[src/rtl/bias_bank_add.sv]
// Per-lane bias add with a banked bias store, saturation and optional ReLU.
// Two-stage valid/ready pipeline; counts output beats that needed saturation.
module bias_bank_add #(
    parameter int N_adder_tree = 16,
    parameter int DW           = 18,
    parameter int BW           = 18,
    parameter int N_GROUP      = 4,
    localparam int NB = N_GROUP * N_adder_tree,
    localparam int AW = (NB > 1) ? $clog2(NB) : 1,
    localparam int GW = (N_GROUP > 1) ? $clog2(N_GROUP) : 1
) (
    input  logic                       clk,
    input  logic                       rst_n,
    input  logic                       bias_we,
    input  logic [AW-1:0]              bias_addr,
    input  logic [BW-1:0]              bias_wdata,
    input  logic [GW-1:0]              grp_sel,
    input  logic                       relu_en,
    input  logic                       in_valid,
    output logic                       in_ready,
    input  logic [N_adder_tree*DW-1:0] in_data,
    output logic                       out_valid,
    input  logic                       out_ready,
    output logic [N_adder_tree*DW-1:0] out_data,
    output logic [15:0]                sat_cnt,
    input  logic                       clr_sat
);

    logic signed [BW-1:0]           bias_reg [NB];
    logic [N_adder_tree*(DW+1)-1:0] sum_next;
    logic [N_adder_tree*(DW+1)-1:0] s1_sum_reg;
    logic                           s1_valid_reg;
    logic                           s1_relu_reg;
    logic [N_adder_tree*DW-1:0]     res_next;
    logic [N_adder_tree*DW-1:0]     out_data_reg;
    logic                           out_valid_reg;
    logic [N_adder_tree-1:0]        sat_vec;
    logic [15:0]                    sat_cnt_reg;
    logic                           s1_en;
    logic                           s2_en;

    assign s2_en     = !out_valid_reg || out_ready;
    assign s1_en     = !s1_valid_reg || s2_en;
    assign in_ready  = rst_n && s1_en;
    assign out_valid = out_valid_reg;
    assign out_data  = out_data_reg;
    assign sat_cnt   = sat_cnt_reg;

    // Bias reads in stage 1 see the pre-write value when a write lands on the same edge.
    always_ff @(posedge clk or negedge rst_n) begin
        if (!rst_n) begin
            for (int i = 0; i < NB; i++) begin
                bias_reg[i] <= '0;
            end
        end else if (bias_we && ({1'b0, bias_addr} < (AW+1)'(NB))) begin
            bias_reg[bias_addr] <= bias_wdata;
        end
    end

    for (genvar gi = 0; gi < N_adder_tree; gi++) begin : g_lane
        logic [AW-1:0]     bidx;
        logic [DW:0]       d_ext;
        logic [DW:0]       b_ext;
        logic [DW:0]       s;
        logic [DW-1:0]     clip;

        assign bidx  = AW'(grp_sel) * AW'(N_adder_tree) + AW'(gi);
        assign d_ext = {in_data[DW*gi+DW-1], in_data[DW*gi +: DW]};
        assign b_ext = {{(DW+1-BW){bias_reg[bidx][BW-1]}}, bias_reg[bidx]};
        assign sum_next[(DW+1)*gi +: DW+1] = d_ext + b_ext;

        // Overflow shows up as disagreement between the two top bits of the widened sum.
        assign s           = s1_sum_reg[(DW+1)*gi +: DW+1];
        assign sat_vec[gi] = s[DW] ^ s[DW-1];
        assign clip        = sat_vec[gi] ? {s[DW], {(DW-1){~s[DW]}}} : s[DW-1:0];
        assign res_next[DW*gi +: DW] = (s1_relu_reg && clip[DW-1]) ? '0 : clip;
    end

    always_ff @(posedge clk or negedge rst_n) begin
        if (!rst_n) begin
            s1_valid_reg  <= 1'b0;
            s1_relu_reg   <= 1'b0;
            s1_sum_reg    <= '0;
            out_valid_reg <= 1'b0;
            out_data_reg  <= '0;
        end else begin
            if (s1_en) begin
                s1_valid_reg <= in_valid;
                if (in_valid) begin
                    s1_sum_reg  <= sum_next;
                    s1_relu_reg <= relu_en;
                end
            end
            if (s2_en) begin
                out_valid_reg <= s1_valid_reg;
                if (s1_valid_reg) begin
                    out_data_reg <= res_next;
                end
            end
        end
    end

    always_ff @(posedge clk or negedge rst_n) begin
        if (!rst_n) begin
            sat_cnt_reg <= '0;
        end else if (clr_sat) begin
            sat_cnt_reg <= '0;
        end else if (s2_en && s1_valid_reg && (|sat_vec) && (sat_cnt_reg != 16'hFFFF)) begin
            sat_cnt_reg <= sat_cnt_reg + 16'd1;
        end
    end

endmodule

[config.mk]
export PLATFORM = sky130hd
export DESIGN_NAME = bias_bank_add
export DESIGN_NICKNAME = d
export VERILOG_FILES = /design/src/rtl/bias_bank_add.sv
export SDC_FILE = /design/constraint.sdc
export NUM_CORES = 2
export LEC_CHECK = 0
export ABC_AREA = 0
export BUFFER_PORTS_ARGS = -buffer_cell sky130_fd_sc_hd__buf_2
export CAP_MARGIN = 20
export CORE_UTILIZATION = 51
export CTS_BUF_LIST = sky130_fd_sc_hd__clkbuf_16
export DETAILED_ROUTE_END_ITERATION = 10
export GPL_TIMING_DRIVEN = 0
export MAX_ROUTING_LAYER = met4
export PLACE_DENSITY_LB_ADDON = 0.15
export SLEW_MARGIN = 15
export SYNTH_ARGS = -nofsm -noshare
export SYNTH_HDL_FRONTEND = slang
export SYNTH_SLANG_ARGS = --single-unit
[constraint.sdc]
create_clock -name clk -period 4.65 [get_ports clk]
set_input_delay 0.465 -clock clk [delete_from_list [all_inputs] [get_ports clk]]
set_output_delay 0.465 -clock clk [all_outputs]
set_load 0.005 [all_outputs]
==> results.toml <==
[cells_and_area]
fillers = 14100
layout-drive-gt1-share_pct = 29.1
final_core_util_pct = 59.0
area_growth_pct = 14.5
multi_input_area_mm2 = 0.0411
seqCellArea_mm2 = 0.0441
finish.instance_area_mm2 = 0.100
largest_reg_flops = 1152
fin_nets = 8935

[grt]
overflow = 0
grt_usage_pct = 38.3
grt_pass1_vias = 62600
grt_max_degree = 143
antenna_found_initial = 92
grt_first_pass_wirelength_mm = 457

[die]
num_io_pins = 627
die_w_um = 417
initial_utilization_pct = 51.5
rows = 151
core-area_mm2 = 0.170
dieArea_mm2 = 0.174
die_h_um = 417

[yosys]
syn_area_mm2 = 0.0876
yosysSeqAreaShare_pct = 50.3
async_reset_ff_share_pct = 100
synth_flop_cell = "dfrtp_1"
yosysWarnings = 0
avgSynthCellArea_um2 = 11.8
yosysUniqueCellTypes = 83
syn_nets = 8095
ys_ff_latch = 1763
synth_edf_count = 0
synth_cells = 7457

[timing]
finalWorstSetupSlack_ps = 79.8
worst_pin_slew_ps = 1240
finalHoldViolCount = 0
max_freq_mhz = 219
finClkSkew_ps = 39.9
post-route-min-period_ps = 4570
fin_crit_sh_pct = 98.3
finalSetupViolations = 0
max_slew_margin_pct = 17.0
drv_slew = 0
whs_ps = 63.2

[placed_design]
place_congestion = 1.03
dp_hpwl_mm = 260
place_ws_ps = -1700
numPortBuffers = 601
postPlaceCellArea_mm2 = 0.0940

[detailed_routing]
final_antenna_net_count = 0
routedWlPerCell_um = 30.3
drc_errors = 0
via_per_inst = 6.10
drtIter0Drc = 6589
vias = 65200
routed_wl_mm = 324
first_pass_iters = 5

[clock_network]
cts_htree_levels = 4
cts_buffers = 188
cts_setup_buffers = 0
insertion_delay_ps = 860
root_buffer = "clkbuf_16"
clockBufferDepth = 3
cts_tree = "done"
clkSinkCount = 1763
clkTransAtPathRegs_ps = 60

[hold_path]
hold_class = "primary input to register"

[pwr]
power_density_mw_per_mm2 = 484
leakage_nw = 47.8
vdd.ir_drop.worst_v = 0.000425
power.total_w = 0.0485

[outcome]
status = "completed"

[worst_setup_path]
worst_ep_required_time_ps = 5340
arrival_ps = 5260
cp_max_fo = 10
r2r-start = "s1_sum_reg[227]"
worstSetupEndpoint = "s1_sum_reg[166]"
startpoint = "grp_sel[1]"
r2r_end = "sat_cnt[8]"
worst-setup-path-type = "primary input to register"
startpoint_type = "primary input"
cp-end-kind = "register"
r2r_setup_slack_ps = 910
r2r_cells = 10

[run]
cap_violations = 0
==> critical path, stage by stage <==
cell             delay, ps
clkbuf_2               400
clkbuf_1               490
clkdlybuf4s15_1        800
mux4_2                 520
ha_1                   220
inv_1                   60
fa_1                   430
nor2b_1                110
o21ai_0                 90
a21boi_0               410
o21ai_0                180
a21oi_1                440
a221oi_1               200
xor2_1                 280
o21ai_0                130
==> report_power, final <==
group | switching, W | total (W) | internal (W)
Clock | 0.00651 | 0.0147 | 0.00823
Sequential | 0.00212 | 0.0205 | 0.0184
Combinational | 0.00800 | 0.0133 | 0.00527
Total | 0.0166 | 0.0485 | 0.0319
==> layout make-up <==
| class | count | share of cell area [%] |
|---|---|---|
| multi-input cells | 5066 | 41.0 |
| clock inverters | 142 | 1.14 |
| clock buffers | 194 | 4.84 |
| flip-flops and latches | 1763 | 44.0 |
| repair buffers | 650 | 3.78 |
| diodes | 35 | 0.0873 |
| well taps | 2218 | 2.77 |
| inverters | 134 | 0.501 |
| plain buffers | 494 | 1.95 |
==> repair_timing <==
| action | 4_1_cts | 5_1_grt |
|---|---|---|
| hold endpoints to repair | 101 | 0 |
| pin swaps | 0 | 0 |
| hold buffers | 15 | 0 |
| resized for setup | 10 | 8 |
| endpoints found under the setup margin | 28 | 9 |
==> cell usage in the layout (no fill, tap or decap), types with 112 or more instances in the layout <==
cell type and n:
mux4_2 288, dfrtp_1 1763, xor2_1 130, nand2_1 769, a21oi_1 448, xnor2_1 112, ha_1 301, inv_1 173
mux2_2 1158, buf_2 649, nor2_1 462, o21ai_0 634, clkbuf_1 371, clkbuf_16 194
==> cell usage after synthesis (16+ instances only) <==
cell,n,area share (%)
nor2b_1,40,0.29
clkbuf_1,381,1.6
and2_1,21,0.15
or3_1,20,0.14
nor2_2,22,0.16
nand3_1,47,0.27
fa_1,16,0.37
a21o_1,88,0.75
nor3_1,29,0.17
nor2_1,462,2.0
a211oi_1,33,0.28
o21bai_1,25,0.21
dfrtp_1,1763,50
xor2_1,130,1.3
a21oi_1,448,2.6
ha_1,301,4.3
o21ai_0,637,3.6
buf_2,43,0.25
o211ai_1,25,0.21
and3_1,22,0.16
buf_1,69,0.30
nand2b_1,49,0.35
mux2_2,1158,15
inv_1,134,0.57
o31ai_1,40,0.34
a31oi_1,34,0.24
o21a_1,29,0.25
mux4_2,288,7.4
nand4_1,24,0.17
nand3b_1,17,0.15
nand2_1,769,3.3
xnor2_1,112,1.1
==> per-stage QoR <==
| step | std cells | setup TNS, ps |
|---|---|---|
| after floorplan | 7457 | 0 |
| after global placement | 10300 | - |
| after detailed placement | 10300 | -102370 |
| after CTS | 10700 | 0 |
| after global routing | 10700 | -24.9 |
| final | 10700 | 0 |
==> routing by layer <==
layer / vias to the layer above / share of wire, % / global-route usage [%]
met5: - / 0 / -
li1: 28400 / - / -
met3: 469 / 8.3 / 7.67
met2: 2671 / 44 / 55.2
met1: 33700 / 43 / 53.6
met4: 0 / 4.2 / 14.5
==> logic make-up after synthesis <==
logic type / Yosys count / share of synthesized area (%)
DFF: 1763 / 50.3
muxes: 1449 / 22.3
AOI/OAI and AO/OA: 1477 / 9.74
buffers and inverters: 628 / 2.76
and+or+nand+nor: 1581 / 7.78
adders and majority gates: 317 / 4.66
xor gates and xnor gates: 242 / 2.42
==> how the worst min path moves through the flow <==
stage,start,endpoint,slack [ps],cells past startpoint
after CTS,in_data[90],s1_sum_reg[95],0.3,4
after detailed placement,rst_n,out_data[162],430,1
after global placement,out_data[251],out_data[251],460,2
final,in_data[90],s1_sum_reg[95],60,4
after global routing,in_data[90],s1_sum_reg[95],50,4
after floorplan,rst_n,bias_reg[0],170,0
(Power assumes the default switching activity.)
